==> src/rtl/matmul_tile_ctrl_pkg.sv <==
// Shared types and sizing helpers for the matmul tile sequencer.
package matmul_tile_ctrl_pkg;

  typedef enum logic [2:0] {
    StIdle,
    StLoadB,
    StLoadA,
    StFire,
    StKick,
    StWait,
    StFin
  } state_e;

  // Index width that stays at least one bit for single-entry dimensions.
  function automatic int unsigned idx_w(input int unsigned n);
    return (n > 1) ? $clog2(n) : 1;
  endfunction

  function automatic int unsigned tile_words(input int unsigned row_pe,
                                             input int unsigned col_pe);
    return row_pe * col_pe;
  endfunction

  function automatic int unsigned addr_w(input int unsigned row1, input int unsigned col1,
                                         input int unsigned col2, input int unsigned tw);
    int unsigned a_words;
    int unsigned b_words;
    a_words = row1 * col1;
    b_words = col1 * col2;
    return idx_w(((a_words > b_words) ? a_words : b_words) * tw);
  endfunction

endpackage

==> src/rtl/matmul_tile_ctrl_tile_addr_gen.sv <==
// Three-level nested tile counter (outer, middle, word) with terminal flag and linear address.
module matmul_tile_ctrl_tile_addr_gen
  import matmul_tile_ctrl_pkg::*;
#(
  parameter int unsigned OuterN = 2,
  parameter int unsigned MidN   = 2,
  parameter int unsigned Tw     = 4,
  parameter int unsigned Aw     = 4,
  localparam int unsigned Ow    = idx_w(OuterN),
  localparam int unsigned Mw    = idx_w(MidN),
  localparam int unsigned Ww    = idx_w(Tw)
) (
  input  logic          clk,
  input  logic          rst,
  input  logic          clr,
  input  logic          en,
  output logic [Ow-1:0] outer,
  output logic [Mw-1:0] mid,
  output logic [Ww-1:0] w_idx,
  output logic [Aw-1:0] addr,
  output logic          last
);

  logic [Ow-1:0] outer_q;
  logic [Mw-1:0] mid_q;
  logic [Ww-1:0] w_q;
  logic          w_max;
  logic          mid_max;
  logic          outer_max;

  always_comb begin
    w_max     = (w_q == Ww'(Tw - 1));
    mid_max   = (mid_q == Mw'(MidN - 1));
    outer_max = (outer_q == Ow'(OuterN - 1));
    last      = w_max && mid_max && outer_max;
    addr      = Aw'((32'(outer_q) * MidN + 32'(mid_q)) * Tw + 32'(w_q));
    outer     = outer_q;
    mid       = mid_q;
    w_idx     = w_q;
  end

  // Counters park on the terminal count so the address holds after the phase ends.
  always_ff @(posedge clk) begin
    if (rst || clr) begin
      outer_q <= '0;
      mid_q   <= '0;
      w_q     <= '0;
    end else if (en && !last) begin
      if (w_max) begin
        w_q <= '0;
        if (mid_max) begin
          mid_q   <= '0;
          outer_q <= outer_q + 1'b1;
        end else begin
          mid_q <= mid_q + 1'b1;
        end
      end else begin
        w_q <= w_q + 1'b1;
      end
    end
  end

endmodule

==> src/rtl/matmul_tile_ctrl.sv <==
// Sequencer that streams B then A tiles into the PE array, kicks it and waits for completion.
module matmul_tile_ctrl
  import matmul_tile_ctrl_pkg::*;
#(
  parameter int unsigned WIDTH  = 32,
  parameter int unsigned ROW1   = 64,
  parameter int unsigned COL1   = 64,
  parameter int unsigned COL2   = 64,
  parameter int unsigned ROW_PE = 4,
  parameter int unsigned COL_PE = 4,
  localparam int unsigned TW    = tile_words(ROW_PE, COL_PE),
  localparam int unsigned AW    = addr_w(ROW1, COL1, COL2, TW),
  localparam int unsigned IW    = idx_w(ROW1),
  localparam int unsigned JW    = idx_w(COL2),
  localparam int unsigned KW    = idx_w(COL1),
  localparam int unsigned WW    = idx_w(TW)
) (
  input  logic          clk,
  input  logic          rst,
  input  logic          Start,
  output logic [AW-1:0] MemAdd_a,
  output logic [AW-1:0] MemAdd_b,
  output logic          memw_a,
  output logic          memw_b,
  output logic [IW-1:0] sel_i,
  output logic [JW-1:0] sel_j,
  output logic [KW-1:0] sel_k,
  output logic [WW-1:0] word_idx,
  output logic          a_we,
  output logic          b_we,
  output logic          mm_start,
  input  logic          mm_done,
  output logic          busy,
  output logic          done
);

  if (WIDTH < 1) begin : g_bad_width
    $error("WIDTH must be at least 1");
  end

  state_e state_q;

  logic          b_clr, b_en, b_last;
  logic          a_clr, a_en, a_last;
  logic [KW-1:0] b_k;
  logic [JW-1:0] b_j;
  logic [WW-1:0] b_w;
  logic [IW-1:0] a_i;
  logic [KW-1:0] a_k;
  logic [WW-1:0] a_w;

  always_comb begin
    b_clr = (state_q == StIdle) && Start;
    b_en  = (state_q == StLoadB);
    a_clr = (state_q == StLoadB) && b_last;
    a_en  = (state_q == StLoadA);
  end

  // B order: k outer, j middle, word inner.
  matmul_tile_ctrl_tile_addr_gen #(
    .OuterN (COL1),
    .MidN   (COL2),
    .Tw     (TW),
    .Aw     (AW)
  ) u_gen_b (
    .clk    (clk),
    .rst    (rst),
    .clr    (b_clr),
    .en     (b_en),
    .outer  (b_k),
    .mid    (b_j),
    .w_idx  (b_w),
    .addr   (MemAdd_b),
    .last   (b_last)
  );

  // A order: i outer, k middle, word inner.
  matmul_tile_ctrl_tile_addr_gen #(
    .OuterN (ROW1),
    .MidN   (COL1),
    .Tw     (TW),
    .Aw     (AW)
  ) u_gen_a (
    .clk    (clk),
    .rst    (rst),
    .clr    (a_clr),
    .en     (a_en),
    .outer  (a_i),
    .mid    (a_k),
    .w_idx  (a_w),
    .addr   (MemAdd_a),
    .last   (a_last)
  );

  assign memw_a = 1'b0;
  assign memw_b = 1'b0;

  // Strobes and indices are the address-cycle values delayed by one to match read latency.
  always_ff @(posedge clk) begin
    if (rst) begin
      state_q  <= StIdle;
      sel_i    <= '0;
      sel_j    <= '0;
      sel_k    <= '0;
      word_idx <= '0;
      a_we     <= 1'b0;
      b_we     <= 1'b0;
      mm_start <= 1'b0;
      busy     <= 1'b0;
      done     <= 1'b0;
    end else begin
      a_we     <= 1'b0;
      b_we     <= 1'b0;
      mm_start <= 1'b0;
      done     <= 1'b0;
      case (state_q)
        StIdle: begin
          if (Start) begin
            state_q <= StLoadB;
            busy    <= 1'b1;
          end
        end
        StLoadB: begin
          b_we     <= 1'b1;
          sel_k    <= b_k;
          sel_j    <= b_j;
          word_idx <= b_w;
          if (b_last) state_q <= StLoadA;
        end
        StLoadA: begin
          a_we     <= 1'b1;
          sel_i    <= a_i;
          sel_k    <= a_k;
          word_idx <= a_w;
          if (a_last) state_q <= StFire;
        end
        StFire: begin
          mm_start <= 1'b1;
          state_q  <= StKick;
        end
        StKick: begin
          state_q <= StWait;
        end
        StWait: begin
          if (mm_done) begin
            done    <= 1'b1;
            state_q <= StFin;
          end
        end
        StFin: begin
          busy    <= 1'b0;
          state_q <= StIdle;
        end
        default: state_q <= StIdle;
      endcase
    end
  end

endmodule

==> config.mk <==
export PLATFORM = sky130hd
export DESIGN_NAME = matmul_tile_ctrl
export DESIGN_NICKNAME = d
export VERILOG_FILES = /design/src/rtl/matmul_tile_ctrl_pkg.sv /design/src/rtl/matmul_tile_ctrl_tile_addr_gen.sv /design/src/rtl/matmul_tile_ctrl.sv
export SDC_FILE = /design/constraint.sdc
export NUM_CORES = 1
export LEC_CHECK = 0
export ABC_AREA = 1
export BUFFER_PORTS_ARGS = -buffer_cell sky130_fd_sc_hd__buf_2
export CAP_MARGIN = 20
export CORE_MARGIN = 1
export CORE_UTILIZATION = 54
export CTS_CLUSTER_SIZE = 14
export DETAILED_ROUTE_END_ITERATION = 8
export PLACE_DENSITY_LB_ADDON = 0.08
export RECOVER_POWER = 50
export SLEW_MARGIN = 20
export SYNTH_ARGS = -nofsm -noshare
export SYNTH_HDL_FRONTEND = slang
export SYNTH_SLANG_ARGS = --single-unit
export TNS_END_PERCENT = 30
==> constraint.sdc <==
create_clock -name clk -period 1.7 [get_ports clk]
set_clock_uncertainty 0.05 [all_clocks]
set_input_delay 0.51 -clock clk [delete_from_list [all_inputs] [get_ports clk]]
set_output_delay 0.51 -clock clk [all_outputs]
set_load 0.05 [all_outputs]
* Word-level counts from Yosys, hierarchy flattened
Index checks and enable logic that the tools add are counted.
** Operators by class
- $add $sub $neg :: 10
- Eq/ne operators :: 16
- Muxes and demuxes :: 17
- Bitwise operators :: 1
- Reductions and logical operators :: 22
** Operators with widths (number)
- $add A16 B4 Y16 :: 2
- $add A12 B6 Y12 :: 2
- $add A6 B1 Y6 const B :: 4
- $eq A6 B6 Y1 const B :: 4
- $pmux W3 S6 :: 1
- $mux W3 :: 4
- $mux W6 :: 2
- $pmux W6 S2 :: 1
- $eq A3 B3 Y1 const B :: 3
- $add A4 B1 Y4 const B :: 2
- $eq A4 B4 Y1 const B :: 2
- $logic_and A1 B1 Y1 :: 8
- $mux W4 :: 2
- $ne A2 B2 Y1 const B :: 4
- $pmux W4 S2 :: 1
- $eq A3 B2 Y1 const B :: 2
- $reduce_and A2 Y1 :: 3
- $reduce_and A3 Y1 :: 2
- $mux W1 :: 5
- $reduce_and A4 Y1 :: 1
- $reduce_bool A2 Y1 :: 2
- $eq A3 B1 Y1 const B :: 1
- $logic_not A3 Y1 :: 1
- $logic_not A1 Y1 :: 2
- other kinds (4) :: 5
** Storage, ports and cells
- Register bits after elaboration :: 62
- Input bits :: 4
- Output and inout port bits :: 61
- Logic and storage cells :: 82

* Longest topological paths before layout
Gate-level depths: netlist of run 1.
- Word-level depth :: 6
- Mapped depth :: 10
- Depth with buffers taken out :: 10

* By module
From an unflattened synthesis of run 1, not the netlist that was laid out.
** Second synthesis, totals
- Cells, all modules :: 462
- Area total of the unflattened synthesis :: 3392.0 µm²
** Modules (own cells, without submodules)
- matmul_tile_ctrl_tile_addr_gen :: instances 2, cells each 147, area an instance 1074.8 µm², seq. area each 320.3 µm²
- matmul_tile_ctrl :: instances 1, cells each 168, area an instance 1242.4 µm², seq. area each 600.6 µm²

* Worst setup path before layout of run 1
OpenSTA, ideal clock, no wires.
- Path kind :: register to register
- From :: register u_gen_a.w_q[0], in the netlist u_gen_a.w_idx[0]
- To :: register state_q[1]
- Library setup time :: 0.115 ns
- Arrival time :: 1.775 ns
- Setup slack :: -0.240 ns
- Cell stages (with the launch flop) :: 8
- Path buffers :: 0
- Period minus slack after synthesis :: 1.940 ns
- Path through :: dfxtp_1 > ha_1 > nand3_4 > inv_2 > nand3_2 > nand2_4 > nand3_1 > o21a_1
** On the way
- Cells in the longest elaborated chain, start to end :: 5
** Ends and longest elaborated chain
- start: declaration :: line matmul_tile_ctrl_tile_addr_gen.sv:26 : logic [Ww-1:0] w_q;
- start signal: assignment :: line matmul_tile_ctrl_tile_addr_gen.sv:58 : w_q <= w_q + 1'b1;
- $eq A4 B4 Y1 :: line matmul_tile_ctrl_tile_addr_gen.sv:32 : w_max = (w_q == Ww'(Tw - 1));
- $logic_and A1 B1 Y1 (2 in a row) :: line matmul_tile_ctrl_tile_addr_gen.sv:35 : last = w_max && mid_max && outer_max;
- $ne A2 B2 Y1 (no line)
- $reduce_and A4 Y1 (no line)
- end signal: assignment :: line matmul_tile_ctrl.sv:101 : state_q <= StIdle;
- end signal: assignment :: line matmul_tile_ctrl.sv:119 : state_q <= StLoadB;
- end signal: assignment :: line matmul_tile_ctrl.sv:128 : if (b_last) state_q <= StLoadA;
- end: declaration :: line matmul_tile_ctrl.sv:41 : state_e state_q;
No other way between the ends.
A chain may end at the register's enable or synchronous reset.

* Worst setup path in the final report of run 1
- From :: register u_gen_a.w_q[0], in the netlist u_gen_a.w_idx[0]
- To :: register u_gen_a.mid_q[4], in the netlist u_gen_a.mid[4]
** On the way
- Cells in the longest elaborated chain, start to end :: 6
** Ends and longest elaborated chain
- $eq A4 B4 Y1 * :: line matmul_tile_ctrl_tile_addr_gen.sv:32
- $logic_and A1 B1 Y1 (2 in a row) :: line matmul_tile_ctrl_tile_addr_gen.sv:35
- $logic_not A1 Y1 :: line matmul_tile_ctrl_tile_addr_gen.sv:48 : end else if (en && !last) begin
- $logic_and A1 B1 Y1 :: line matmul_tile_ctrl_tile_addr_gen.sv:48
- $reduce_and A2 Y1 (no line) *
- end signal: assignment :: line matmul_tile_ctrl_tile_addr_gen.sv:55 : mid_q <= mid_q + 1'b1;
- end: declaration :: line matmul_tile_ctrl_tile_addr_gen.sv:25 : logic [Mw-1:0] mid_q;
Mark *: on every way between the ends. The rest lies on a longest branch, timed or not.

==> flow_metrics.tcl, run 1 <==
set metrics [dict create \
    synth_area_um2 2930 \
    worstPathArrival_ns 1.86 \
    status "finished clean" \
    stdcell_count 549 \
    worstSetupPathType "reg -> reg" \
    synth.most_common_cell "nand2_1" \
    yosys_warnings 0 \
    synth_top_area_share_pct 42.4 \
    antennaDiodeCount 0 \
    place_congestion 0.809 \
    path_max_fanout 7 \
    die-area_um2 5720 \
    power.internal_uw 2730 \
    synth_largest_area_cell "dfxtp_1" \
    row_count 26 \
    seqPwrFrac_pct 38.0 \
    yosys-top-cells-area "dfxtp_1, nand2_1, a21oi_1" \
    hp-class "in -> reg" \
    die_w_um 75.7 \
    ys_seq_area_share_pct 42.4 \
    period_share_pct 97.0 \
    clock_power_share_pct 22.6 \
    drc 0 \
    grt_pass1_wl_mm 11.2 \
    grt-ovfl-total 0 \
    fill_cells 452 \
    power_density_nw_per_um2 1340 \
    avgSynthCellArea_um2 7.36 \
    nets 484 \
    max_freq_mhz 606 \
    cp-end-kind "register" \
    min_period_ns 1.65 \
    gr-usage-all-layers_pct 26.3 \
    ys_seq_elements 62 \
    io_buffers 62 \
    initial_utilization_pct 56.6 \
    p_sw_share_pct 44.0 \
    drt_iter0_drc 106 \
    timing.hold.ws_ns 0.381 \
    dr.pass1.iters 4 \
    cts_max_path_buffers 2 \
    hold_viol 0 \
    synth_edf_count 0 \
    ctsRootBufferMaster "clkbuf_8" \
    p_leak_uw 0.00164 \
    antenna_found_initial 0 \
    clk_pin_slew_ns 0.07 \
    drive_above_1_share_pct 30.5 \
    yosys.cell_types.count 34 \
    maxCapViolations 0 \
    cts_tree "done" \
    switching_power_uw 2140 \
    post-place-cells 529 \
    ant_nets 0 \
    start_kind "register" \
    ir_drop_mv 0.853 \
    async_reset_ff_share_pct 0 \
    grt_max_degree 19 \
    yosys-top-cells-count "nand2_1, dfxtp_1, a21oi_1" \
    via_per_inst 5.06 \
    setup_viol 0 \
    ioPinCount 65 \
    core_area_um2 5170 \
    maxSlewViolCount 0 \
    ys.flop_type "dfxtp_1" \
    numClockSinks 62 \
    routed_wirelength_mm 7.08 \
    syn2layout_area_growth_pct 24.0 \
    die_h_um 75.7 \
    h-tree-depth 3 \
    synthCells 398 \
    fin_util_pct 70.2 \
    cts_made_buffers 9 \
    dp.final_hpwl_mm 5.06 \
    finalPower_uw 4870 \
    rsz0062_at_grt "true" \
    cp.required_ns 1.91 \
    vias 2780 \
    p_comb_share_pct 39.4 \
    wl_per_cell_um 12.9 \
    clkLatencyLatePin_ns 0.33 \
    grt_pass1_vias 2494 \
]
stage by stage:
stage / instance area (um2) / TNS (ns) / worst slack [ns]
2_1_floorplan: 2960 / 0 / 0.000872
3_3_place_gp: 3370 / 0 / 0.0311
3_5_place_dp: 3370 / 0 / 0.0174
4_1_cts: 3530 / -0.00437 / -0.00437
5_1_grt: 3630 / -0.113 / -0.0359
6_report: 3630 / 0 / 0.0503
what timing repair did:
item / in CTS / in global routing
pin swaps: 0 / 7
setup endpoints to repair: 1 / 33
hold buffers: 0 / 0
setup buffers: 0 / 3
gates resized for setup: 1 / 19
cloned: 0 / 1
placed cells by master, fill, tap and decap left out, drive strengths merged:
cell type / Yosys / layout
clkbuf: 2 / 42
buf: 9 / 47
conb: 1 / 2
nand2: 108 / 108
o21bai: 1 / 1
o211ai: 1 / 1
o21ai: 33 / 33
dfxtp: 62 / 62
o21a: 1 / 1
or2: 1 / 1
ha: 6 / 6
inv: 45 / 46
nand4: 2 / 2
a21oi: 45 / 45
clkinv: 2 / 2
nor3: 4 / 4
xor2: 14 / 14
nor2: 42 / 42
nand3: 18 / 19
a31oi: 1 / 1
registers in the layout (all words and copies together) (netlist names), 3 cells and up:
register,count
u_gen_b.outer,6
word_idx,4
u_gen_a.mid,6
u_gen_a.w_idx,4
sel_i,6
sel_k,6
u_gen_b.mid,6
state_q,3
u_gen_a.outer,6
sel_j,6
u_gen_b.w_idx,4
power groups by stage:
stage	clock network [uW]	registers (uW)	logic, uW
floorplan	0	2560	761
global placement	0	1860	1870
detailed placement	0	1870	1890
CTS	1120	1840	1900
global route	1180	1880	2100
finish	1100	1850	1920
cell type report:
type	instances	area [um2]	area share (%)
Multi-Input combinational cell	280	1520	41.8
Inverter	47	180	4.96
Clock buffer	15	156	4.31
Tap cell	70	87.6	2.41
Clock inverter	1	5.00	0.138
Timing Repair Buffer	74	413	11.4
Sequential cell	62	1270	35.0
critical path: stages (launching register included):
cell     delay, ns
dfxtp_4       0.38
ha_1          0.24
nand3_4       0.15
inv_2         0.12
nand3_4       0.12
nand2_4       0.16
inv_2         0.07
nand2_2       0.10
nand2_1       0.06
a21oi_1       0.14
logic make-up after synthesis:
group	after synthesis	synth area share, %
compound gates	82	14.7
flops	62	42.4
xor+xnor	14	4.19
buf+inv	58	8.50
simple gates	175	27.6
fa+ha+maj	6	2.56
other cells	1	0.128
metal layers:
metal  vias up  global-route usage, %  part of all wire (%)
li1       1423                      -                     -
met5         -                      0                     0
met4         0                   12.8                   2.0
met2        86                   41.4                    46
met3        15                   5.95                   5.5
met1      1256                   34.3                    47
final timing paths:
kind,end,slack (ns),from,depth (start not counted)
worst max-delay path,u_gen_a.mid[4]$_SDFFE_PP0P_,0.05,u_gen_a.w_idx[0]$_SDFFE_PP0N_,9
worst min-delay path,done$_SDFF_PP0_,0.38,mm_done,3
worst max register to register,u_gen_a.mid[4]$_SDFFE_PP0P_,0.05,u_gen_a.w_idx[0]$_SDFFE_PP0N_,9
worst min register to register,sel_k[0]$_SDFFE_PP0P_,0.42,sel_k[0]$_SDFFE_PP0P_,2
No activity file was read; power rests on OpenSTA's default activity.
==> run 2, diff against run 1 <==
Settings changed: REMOVE_ABC_BUFFERS set to 1, SLEW_MARGIN 20 to unset.
==> flow_metrics.tcl, run 2 (synthesized netlist as in run 1, its figures left out) <==
set metrics [dict create \
    grt_pass1_vias 2342 \
    ant_nets 0 \
    syn2layout_area_growth_pct 28.7 \
    vias 2873 \
    numClockSinks 62 \
    start_kind "register" \
    power_density_nw_per_um2 1310 \
    ioPinCount 65 \
    routed_wirelength_mm 7.41 \
    die_h_um 75.7 \
    dp.final_hpwl_mm 5.24 \
    cts_made_buffers 9 \
    grt-ovfl-total 0 \
    io_buffers 62 \
    cp.required_ns 1.14 \
    antennaDiodeCount 0 \
    switching_power_uw 2170 \
    via_per_inst 5.08 \
    min_period_ns 1.69 \
    setup_viol 0 \
    final_area_um2 3770 \
    seqPwrFrac_pct 36.7 \
    maxCapViolations 0 \
    p_comb_share_pct 40.1 \
    wl_per_cell_um 13.1 \
    worstPathArrival_ns 1.13 \
    final_common_cell "nand2_1" \
    ir_drop_mv 1.07 \
    worstSetupPathType "reg -> out" \
    ctsRootBufferMaster "clkbuf_8" \
    row_count 26 \
    status "finished clean" \
    hp-class "in -> reg" \
    initial_utilization_pct 56.6 \
    path_max_fanout 5 \
    place_congestion 0.910 \
    nets 502 \
    fill_cells 422 \
    power.internal_uw 2770 \
    p_leak_uw 0.00173 \
    layout.cells.most_common_list "nand2_1, dfxtp_1, a21oi_1, inv_1, nor2_1" \
    antenna_found_initial 0 \
    grt_pass1_wl_mm 11.1 \
    p_sw_share_pct 44.0 \
    cts_tree "done" \
    period_share_pct 99.2 \
    gr-usage-all-layers_pct 26.3 \
    hold_viol 0 \
    timing.hold.ws_ns 0.355 \
    seqCellArea_um2 1250 \
    cts_max_path_buffers 2 \
    grt_max_degree 19 \
    max_freq_mhz 593 \
    drt_iter0_drc 148 \
    placed_cell_area_um2 3480 \
    drc 0 \
    die_w_um 75.7 \
    clkLatencyLatePin_ns 0.34 \
    cp-end-kind "output port" \
    h-tree-depth 3 \
    core_area_um2 5170 \
    clk_pin_slew_ns 0.07 \
    drive_above_1_share_pct 30.4 \
    clock_power_share_pct 23.2 \
    die-area_um2 5720 \
    multiInputGateArea_um2 1540 \
    maxSlewViolCount 0 \
    dr.pass1.iters 4 \
]
[run 2: cell types whose count changed in the layout (fill, tap and decap cells not counted), sizes merged]
| cell | delta |
|---|---|
| buf | +13 |
| clkbuf | +5 |
| clkinv | +1 |
| inv | -1 |
| nand3 | -1 |
[run 2: power by group through the flow]
stage | logic (uW) | registers [uW] | clock network (uW)
2_1_floorplan | 689 | 2550 | 0
3_3_place_gp | 1940 | 1830 | 0
3_5_place_dp | 1950 | 1830 | 0
4_1_cts | 1960 | 1810 | 1150
5_1_grt | 2140 | 1850 | 1200
6_report | 1980 | 1810 | 1150
[run 2: through the flow]
stage / instances / setup TNS, ns / utilization (%) / setup slack, ns / total power, uW
floorplan: 388 / -7.98 / - / -0.429 / 3240
global placement: 549 / 0 / 67.2 / 0.0724 / 3760
detailed placement: 549 / 0 / 67.2 / 0.0353 / 3790
CTS: 564 / 0 / 70.6 / 0.00653 / 4910
global route: 566 / -0.0631 / 72.9 / -0.0305 / 5200
finish: 566 / 0 / 72.9 / 0.0139 / 4940
[run 2: final timing paths]
| path | from | to | slack [ns] | cells after the start |
|---|---|---|---|---|
| setup reg to reg | u_gen_a.outer[0]$_SDFFE_PP0P_ | u_gen_a.mid[4]$_SDFFE_PP0P_ | 0.08 | 9 |
| hold / removal | mm_done | done$_SDFF_PP0_ | 0.35 | 3 |
| setup / recovery | u_gen_a.mid[2]$_SDFFE_PP0P_ | MemAdd_a[6] | 0.01 | 2 |
| hold reg to reg | sel_k[2]$_SDFFE_PP0P_ | sel_k[2]$_SDFFE_PP0P_ | 0.41 | 2 |
[run 2: area by class of cell]
class                   instances  share of cell area, %
clock buffers                  14                   4.32
clock inverters                 1                  0.133
repair buffers                 93                   14.6
well taps                      70                   2.32
flip-flops and latches         62                   33.1
inverters                      47                   4.75
multi-input cells             279                   40.7
[run 2: timing repair]
item,4_1_cts,5_1_grt
setup endpoints to repair,2,24
gates resized for setup,3,26
pin swaps,0,6
hold buffers,0,0
setup buffers,0,2
[run 2: worst max-delay path, cell delays in order, from the launching register on]
cell,delay (ns)
dfxtp_1,0.36
buf_4,0.16
buf_2,0.26
[run 2: per-layer routing]
layer	vias to the layer above	global-route usage, %	share of wire (%)
li1	1457	-	-
met1	1314	36.5	47
met2	90	40.4	46
met3	12	4.37	4.8
met4	0	11.7	1.7
met5	-	0	0
